## src/rtl/lfsr_to_code_phase_if.sv

```systemverilog
// Request/result bundle for the C/A-code LFSR-to-phase decoder.
// The master drives the snapshot and start pulse; the slave (decoder) returns status and phase.
interface lfsr_to_code_phase_if;
  logic       start;
  logic [9:0] g1_in;
  logic [9:0] g2_in;
  logic       busy;
  logic       done;
  logic [9:0] phase;
  logic       phase_valid;
  logic       not_found;
  logic       g2_mismatch;

  modport master (
    output start, g1_in, g2_in,
    input  busy, done, phase, phase_valid, not_found, g2_mismatch
  );

  modport slave (
    input  start, g1_in, g2_in,
    output busy, done, phase, phase_valid, not_found, g2_mismatch
  );
endinterface

```

## src/rtl/lfsr_to_code_phase.sv

```systemverilog
// Recovers the 10-bit C/A code phase from a G1/G2 snapshot by stepping local replicas
// from the epoch state one chip per clock until G1 matches, then confirming G2.
module lfsr_to_code_phase #(
  parameter logic [9:0] G1_INIT  = 10'h3FF,
  parameter logic [9:0] G2_INIT  = 10'h3FF,
  parameter int         CODE_LEN = 1023
) (
  input logic                  clk,
  input logic                  rst,
  lfsr_to_code_phase_if.slave  bus
);

  typedef enum logic [1:0] {IDLE, SEARCH, DONE} state_t;

  localparam logic [9:0] LAST_CNT = 10'(CODE_LEN - 1);

  state_t     state, state_nxt;
  logic [9:0] g1, g1_nxt;
  logic [9:0] g2, g2_nxt;
  logic [9:0] tgt_g1, tgt_g1_nxt;
  logic [9:0] tgt_g2, tgt_g2_nxt;
  logic [9:0] cnt, cnt_nxt;
  logic [9:0] phase, phase_nxt;
  logic       busy, busy_nxt;
  logic       done, done_nxt;
  logic       phase_valid, phase_valid_nxt;
  logic       not_found, not_found_nxt;
  logic       g2_mismatch, g2_mismatch_nxt;

  function automatic logic [9:0] g1_step(input logic [9:0] s);
    return {s[8:0], s[2] ^ s[9]};
  endfunction

  function automatic logic [9:0] g2_step(input logic [9:0] s);
    return {s[8:0], s[1] ^ s[2] ^ s[5] ^ s[7] ^ s[8] ^ s[9]};
  endfunction

  // Status outputs are registered so they appear together with the done pulse.
  always_comb begin
    state_nxt       = state;
    g1_nxt          = g1;
    g2_nxt          = g2;
    tgt_g1_nxt      = tgt_g1;
    tgt_g2_nxt      = tgt_g2;
    cnt_nxt         = cnt;
    phase_nxt       = phase;
    busy_nxt        = busy;
    done_nxt        = 1'b0;
    phase_valid_nxt = phase_valid;
    not_found_nxt   = not_found;
    g2_mismatch_nxt = g2_mismatch;

    case (state)
      IDLE: begin
        if (bus.start) begin
          tgt_g1_nxt      = bus.g1_in;
          tgt_g2_nxt      = bus.g2_in;
          g1_nxt          = G1_INIT;
          g2_nxt          = G2_INIT;
          cnt_nxt         = '0;
          phase_valid_nxt = 1'b0;
          not_found_nxt   = 1'b0;
          g2_mismatch_nxt = 1'b0;
          busy_nxt        = 1'b1;
          state_nxt       = SEARCH;
        end
      end

      SEARCH: begin
        if (g1 == tgt_g1) begin
          phase_nxt       = cnt;
          phase_valid_nxt = (g2 == tgt_g2);
          g2_mismatch_nxt = (g2 != tgt_g2);
          busy_nxt        = 1'b0;
          done_nxt        = 1'b1;
          state_nxt       = DONE;
        end else if (cnt == LAST_CNT) begin
          // Every reachable G1 state has been visited; the snapshot is not a code state.
          not_found_nxt = 1'b1;
          phase_nxt     = '0;
          busy_nxt      = 1'b0;
          done_nxt      = 1'b1;
          state_nxt     = DONE;
        end else begin
          g1_nxt  = g1_step(g1);
          g2_nxt  = g2_step(g2);
          cnt_nxt = cnt + 10'd1;
        end
      end

      DONE: begin
        state_nxt = IDLE;
      end

      default: begin
        state_nxt = IDLE;
      end
    endcase
  end

  always_ff @(posedge clk or negedge rst) begin
    if (!rst) begin
      state       <= IDLE;
      g1          <= '0;
      g2          <= '0;
      tgt_g1      <= '0;
      tgt_g2      <= '0;
      cnt         <= '0;
      phase       <= '0;
      busy        <= 1'b0;
      done        <= 1'b0;
      phase_valid <= 1'b0;
      not_found   <= 1'b0;
      g2_mismatch <= 1'b0;
    end else begin
      state       <= state_nxt;
      g1          <= g1_nxt;
      g2          <= g2_nxt;
      tgt_g1      <= tgt_g1_nxt;
      tgt_g2      <= tgt_g2_nxt;
      cnt         <= cnt_nxt;
      phase       <= phase_nxt;
      busy        <= busy_nxt;
      done        <= done_nxt;
      phase_valid <= phase_valid_nxt;
      not_found   <= not_found_nxt;
      g2_mismatch <= g2_mismatch_nxt;
    end
  end

  assign bus.busy        = busy;
  assign bus.done        = done;
  assign bus.phase       = phase;
  assign bus.phase_valid = phase_valid;
  assign bus.not_found   = not_found;
  assign bus.g2_mismatch = g2_mismatch;

endmodule

```

## src/flat_wrapper.sv

```systemverilog
// flat-port wrapper written by rule: the top's interface ports become plain ports
module lfsr_to_code_phase_flat 
#(
  parameter logic [9:0] G1_INIT  = 10'h3FF,
  parameter logic [9:0] G2_INIT  = 10'h3FF,
  parameter int         CODE_LEN = 1023
)
  (clk, rst, bus_start, bus_g1_in, bus_g2_in, bus_busy, bus_done, bus_phase, bus_phase_valid, bus_not_found, bus_g2_mismatch);
  lfsr_to_code_phase_if bus_i ();
  input logic clk;
  input logic rst;
  input wire logic [$bits(bus_i.start)-1:0] bus_start;
  input wire logic [$bits(bus_i.g1_in)-1:0] bus_g1_in;
  input wire logic [$bits(bus_i.g2_in)-1:0] bus_g2_in;
  output wire logic [$bits(bus_i.busy)-1:0] bus_busy;
  output wire logic [$bits(bus_i.done)-1:0] bus_done;
  output wire logic [$bits(bus_i.phase)-1:0] bus_phase;
  output wire logic [$bits(bus_i.phase_valid)-1:0] bus_phase_valid;
  output wire logic [$bits(bus_i.not_found)-1:0] bus_not_found;
  output wire logic [$bits(bus_i.g2_mismatch)-1:0] bus_g2_mismatch;
  assign bus_i.start = bus_start;
  assign bus_i.g1_in = bus_g1_in;
  assign bus_i.g2_in = bus_g2_in;
  assign bus_busy = bus_i.busy;
  assign bus_done = bus_i.done;
  assign bus_phase = bus_i.phase;
  assign bus_phase_valid = bus_i.phase_valid;
  assign bus_not_found = bus_i.not_found;
  assign bus_g2_mismatch = bus_i.g2_mismatch;
  lfsr_to_code_phase #(.G1_INIT(G1_INIT), .G2_INIT(G2_INIT), .CODE_LEN(CODE_LEN)) u_core (.clk(clk), .rst(rst), .bus(bus_i));
endmodule
```

## config.mk

```make
export PLATFORM = sky130hd
export DESIGN_NAME = lfsr_to_code_phase_flat
export DESIGN_NICKNAME = d
export VERILOG_FILES = /design/src/rtl/lfsr_to_code_phase_if.sv /design/src/rtl/lfsr_to_code_phase.sv /design/src/flat_wrapper.sv
export SDC_FILE = /design/constraint.sdc
export NUM_CORES = 1
export LEC_CHECK = 0
export ABC_AREA = 1
export BUFFER_PORTS_ARGS = -buffer_cell sky130_fd_sc_hd__buf_2
export CAP_MARGIN = 20
export CORE_ASPECT_RATIO = 1.5
export CORE_UTILIZATION = 40
export CTS_CLUSTER_SIZE = 8
export DETAILED_ROUTE_END_ITERATION = 10
export SYNTH_ARGS = -nofsm -noshare
export SYNTH_HDL_FRONTEND = slang
export SYNTH_SLANG_ARGS = --single-unit
export TNS_END_PERCENT = 10
```

## constraint.sdc

```tcl
create_clock -name clk -period 1.85 [get_ports clk]
set_input_delay 0.37 -clock clk [delete_from_list [all_inputs] [get_ports clk]]
set_output_delay 0.37 -clock clk [all_outputs]
set_load 0.1 [all_outputs]
```

==> results.cfg, run 1 <==
[outcome]
outcome = finished, final reports clean

[timing]
slew_viol_final = 0
worst_pin_slew_ns = 0.488
rsz0062_at_grt = false
setup_slack_ns = 0.220
timing.slew.headroom = 0.677
hold_viol_final = 0
fin_tns_setup_ns = 0
skew_ns = 0.00721
min_period_ns = 1.63
period_share = 0.881
setup-violations-final = 0
fmax_mhz = 613

[place]
pre_cts_ws_ns = 0.204
place.gp.congestion = 0.767
dp_hpwl_mm = 4.76
port_buffers = 37

[layout]
num-nets-final = 464
drive_above_1_share = 0.218
area_growth_pct = 20.6
diodes = 0

[floorplanning]
core-area_um2 = 8010
ios = 38
die_x_um = 76.0
start_util = 0.411
dieArea_um2 = 8590
die_y_um = 113
num_rows = 40

[routing]
post-route-drc-count = 0
drt-initial-drc-count = 128
num_vias = 2626
wl_mm = 7.06
wl_per_cell_um = 12.9
antenna_left = 0
viasPerCell = 4.78
dr.pass1.iters = 4

[critical_path]
startpoint_type = flip-flop
critical_path.max_stage_delay_ns = 0.42
path_cells = inv_1, ha_1, nand2_1, nor2_1, nand3_1, nand2_1, inv_2, nand2_2, nand2_2, buf_4, nand2_1, nand2_1
arrival_ns = 1.85
crit_path_max_fanout = 16
path_class = flip-flop to flip-flop
crit_top_cell = nand2_1
crit_required_ns = 2.07
crit_buf_inv = 3
cp_top_family = simple AND/OR/NAND/NOR gates
critical-path-slowest-cell = dfrtp_1
r2r_cells = 12
cp.depth = 12
end_kind = flip-flop

[synth]
ys.flop_type = dfrtp_1
synth_cells = 394
synth_top_area_cell = dfrtp_1
syn_area_um2 = 3290
synth_cell_types = 20
synth_edf_count = 0
netlist_top_cells_area = dfrtp_1 51%, nand2_1 16%, nand3_1 7.8%
ys_seq_area_frac = 0.510
async_reset_ff_frac = 1.00
synth_nets = 419
ys_warn_count = 0
synth_top_area_frac = 0.510
synth.avg_cell_area_um2 = 8.35
ys_ff_latch = 67

[clock_network]
clock_sinks = 67
tritoncts = built
ctsHoldBuffers = 0
cts_setup_buffers = 0
clk_path_buf_depth = 2
clk_latency_ns = 0.33
clk_pin_slew_ns = 0.06
cts_htree_levels = 3
cts_inserted_buffers = 9
root_buffer = clkbuf_16

[global_routing]
grt_first_pass_wirelength_mm = 12.4
first_global_vias = 2758
grt_max_degree = 68
grt_usage = 0.186
antenna_found_initial = 0
overflow = 0

[run]
maxCapViolations = 0

[worst_hold_path]
min_path_type = input pin to asynchronous set/reset pin

[power]
power_density_nw_per_um2 = 832
vdd_ir_drop_max_v = 0.000472
leakagePower_nw = 2.34
==> power breakdown <==
group	leakage, nW	switching (mW)	internal [mW]
logic	1.30	0.0345	0.0207
registers	0.890	0	1.47
clock network	0.150	0.603	1.17
total	2.34	0.638	2.66
==> metal layers <==
metal / vias to the layer above / wire length [um] / track usage
li1: 1339 / - / -
met3: 18 / 227 / 0.0371
met4: 0 / 235 / 0.113
met2: 49 / 3670 / 0.333
met1: 1220 / 2920 / 0.203
met5: - / 0 / 0
==> area by class of cell <==
class,instances,area (um2)
clock buffers,11,233
clock inverters,5,77.6
fillers,811,4040
inverters,22,82.6
multi-input cells,287,1440
flip-flops and latches,67,1680
well taps,105,131
repair buffers,52,323
==> flip-flops by register name, summed over array words and instances (netlist names) <==
signal,count
u_core.bus.busy,1
u_core.state,2
u_core.bus.done,1
u_core.tgt_g1,10
u_core.bus.not_found,1
u_core.g1,10
u_core.bus.phase_valid,1
u_core.cnt,10
u_core.tgt_g2,10
u_core.bus.phase,10
u_core.g2,10
u_core.bus.g2_mismatch,1
==> through the flow <==
step | cells | utilization | cell area (um2) | power, mW | hold slack, ns
2_1_floorplan | 394 | - | 3290 | 1.49 | 0.0744
3_5_place_dp | 533 | 0.456 | 3650 | 1.55 | 0.424
3_3_place_gp | 533 | 0.456 | 3650 | 1.55 | 0.425
6_report | 549 | 0.495 | 3970 | 3.30 | 0.0603
5_1_grt | 549 | 0.495 | 3970 | 3.42 | 0.0879
4_1_cts | 549 | 0.495 | 3960 | 3.35 | 0.0745
==> synth_stat cells (3+ instances only) <==
cell type and n:
nand2_1 136, dfrtp_1 67, nand3_1 51, nor2_1 35
inv_1 18, mux2_2 15, xor2_1 15, clkbuf_1 9
or2_2 8, xnor2_1 8, buf_2 7, a21oi_1 6
inv_2 4, o21ai_0 3
==> what timing repair did <==
action                                  CTS  global route
hold endpoints to repair                  0             0
endpoints found under the setup margin    0            18
resized for setup                         0             1
==> cells by family (layout without fill, tap and decap cells) <==
family	after synthesis	count (layout)	synth area share
XOR/XNOR	23	23	0.0613
multiplexers	15	15	0.0514
adder cells (fa/ha/maj)	2	2	0.00761
flip-flops	67	67	0.510
buffers and inverters	40	90	0.0529
AND/OR/NAND/NOR	238	238	0.303
AO/OA/AOI/OAI	9	9	0.0137
==> cells in the final DEF (no fill, tap or decap), types with 3 or more instances in the layout <==
cell type and n:
xnor2_1 8, or2_2 8, nand3_1 51, inv_2 4, inv_1 18, mux2_2 15
buf_4 13, a21oi_1 6, buf_2 37, nor2_1 34, o21ai_0 3, xor2_1 15
clkbuf_16 9, nand2_1 135, nand2_2 3, dfrtp_1 67
==> path summary, 6_finish.rpt <==
kind                                 startpoint              endpoint  slack [ns]
min                                         rst          u_core.g2[5]        0.06
max                               u_core.cnt[0]         u_core.cnt[3]        0.22
min reg2reg                u_core.bus.not_found  u_core.bus.not_found        0.48
min in group clk                   bus_g1_in[9]      u_core.tgt_g1[9]        0.27
max in group asynchronous                   rst          u_core.g2[9]        1.49
max reg2reg                       u_core.cnt[0]         u_core.cnt[3]        0.22
No activity file was read; power rests on OpenSTA's default activity.
==> inputs of run 2 (changes only) <==
--- a/config.mk
+++ b/config.mk
@@ -6,7 +6,7 @@
 export NUM_CORES = 1
 export LEC_CHECK = 0
 export ABC_AREA = 1
-export BUFFER_PORTS_ARGS = -buffer_cell sky130_fd_sc_hd__buf_2
+export BUFFER_PORTS_ARGS = -buffer_cell sky130_fd_sc_hd__buf_4
 export CAP_MARGIN = 20
 export CORE_ASPECT_RATIO = 1.5
 export CORE_UTILIZATION = 40
==> results.cfg, run 2 (same netlist as run 1, synthesis figures left out) <==
[critical_path]
critical-path-slowest-cell = dfrtp_1
path_class = flip-flop to flip-flop
path_cells = inv_1, ha_1, nand2_1, nor2_1, nand3_1, nand2_1, inv_2, nand2_2, nand2_2, buf_4, nand2_1, nand2_1
startpoint_type = flip-flop
crit_path_max_fanout = 19
arrival_ns = 1.86
reg2reg_to = u_core.g2[6]
end_kind = flip-flop
crit_top_cell = nand2_1
crit_required_ns = 2.06
ff2ff_setup_slack_ns = 0.20
critical_path.max_stage_delay_ns = 0.43
r2r_cells = 12
r2r_start = u_core.cnt[0]

[routing]
met2_length_mm = 3.62
routedLengthMet1_mm = 2.93
viasPerCell = 4.85
dr.pass1.iters = 4
drt-initial-drc-count = 102
post-route-drc-count = 0
wl_mm = 7.00
highest_layer = met4
met3_wirelength_um = 224
antenna_left = 0
wl_per_cell_um = 12.7
num_vias = 2667

[place]
pre_cts_ws_ns = 0.202
place_inst = 533
dp_hpwl_mm = 4.86
place.gp.congestion = 0.795
placed_cell_area_um2 = 3750
port_buffers = 37

[clock_network]
clk_latency_ns = 0.33
tritoncts = built
clk_path_buf_depth = 2
clock_sinks = 67
root_buffer = clkbuf_16
cts_htree_levels = 3
clk_pin_slew_ns = 0.05
cts_inserted_buffers = 9

[worst_hold_path]
hp-start = bus_g2_in[1]
min_path_cells = 2
min_to = u_core.tgt_g2[1]
min_path_type = input pin to flip-flop

[global_routing]
grt_first_pass_wirelength_mm = 12.4
grt_max_degree = 44
grt_usage = 0.186
overflow = 0
antenna_found_initial = 0
first_global_vias = 2630

[power]
seq_power_share = 0.486
combPwrFrac = 0.024
switchingPower_mw = 0.617
power_density_nw_per_um2 = 752
p_int_mw = 2.40
swShare = 0.204
vdd_ir_drop_max_v = 0.000476
leakagePower_nw = 2.34
clockPowerShare = 0.491

[floorplanning]
core-area_um2 = 8010
ios = 38
die_y_um = 113
num_rows = 40
dieArea_um2 = 8590
die_x_um = 76.0
start_util = 0.411

[timing]
setup_slack_ns = 0.201
fin_tns_setup_ns = 0
timing.slew.headroom = 0.732
setup-violations-final = 0
fmax_mhz = 606
hold_viol_final = 0
period_share = 0.891
rsz0062_at_grt = false
worst_pin_slew_ns = 0.402
min_period_ns = 1.65
slew_viol_final = 0
skew_ns = 0.00699

[layout]
drive_above_1_share = 0.216
area_growth_pct = 22.2
final_core_util = 0.502
fillCellCount = 796
seq_area_um2 = 1680
final_common_cell = nand2_1
multi_input_area_um2 = 1450
fin_area_um2 = 4020
final_cell_mix = 135 x nand2_1, 67 x dfrtp_1, 50 x nand3_1, 50 x buf_4, 34 x nor2_1
fin_cells = 550
num-nets-final = 465
diodes = 0

[outcome]
outcome = finished, final reports clean

[run]
maxCapViolations = 0
run 2: area by class of cell:
| class | count | share of cell area |
|---|---|---|
| multi-input cells | 287 | 0.360 |
| clock buffers | 13 | 0.0598 |
| repair buffers | 53 | 0.106 |
| inverters | 22 | 0.0205 |
| flip-flops and latches | 67 | 0.417 |
| clock inverters | 3 | 0.00374 |
| well taps | 105 | 0.0327 |
run 2: worst max-delay path by stage:
stage                         to  slack, ns           from  depth (start not counted)
floorplan           u_core.g1[6]       0.32  u_core.cnt[0]                         13
CTS                 u_core.g2[6]       0.16   u_core.g1[3]                          9
finish              u_core.g2[6]       0.20  u_core.cnt[0]                         12
global route        u_core.g2[6]       0.03  u_core.cnt[0]                         12
global placement    u_core.g2[3]       0.21   u_core.g1[1]                          9
detailed placement  u_core.g2[6]       0.20   u_core.g1[0]                         11
run 2: layer usage:
layer  up-vias  GRT usage
li1       1337          -
met1      1269      0.210
met2        45      0.323
met3        16     0.0379
met4         0      0.110
met5         -          0
run 2: power groups by stage:
| stage | registers (mW) | logic, mW | clock network (mW) |
|---|---|---|---|
| global route | 1.47 | 0.0814 | 1.60 |
| floorplan | 1.49 | 0.000415 | 0 |
| global placement | 1.49 | 0.0733 | 0 |
| finish | 1.47 | 0.0713 | 1.48 |
| CTS | 1.47 | 0.0755 | 1.51 |
| detailed placement | 1.49 | 0.0738 | 0 |
run 2: what timing repair did:
| item | in CTS | in global routing |
|---|---|---|
| setup endpoints to repair | 0 | 15 |
| hold endpoints to repair | 28 | 0 |
| resized for setup | 0 | 2 |
| hold buffers | 1 | 0 |
| buffers inserted | 0 | 0 |
run 2: through the flow:
step / hold slack (ns) / total power, mW
after floorplan: 0.0744 / 1.49
after global placement: 0.334 / 1.57
after detailed placement: 0.335 / 1.57
after CTS: 0.262 / 3.06
after global routing: 0.258 / 3.14
final: 0.269 / 3.02
run 2: worst max-delay path: cells and delay by family (launching register included):
family,cells,cell delay [ns]
adders and majority gates,1,0.14
buffers and inverters,3,0.35
DFF,1,0.43
and+or+nand+nor,8,0.59
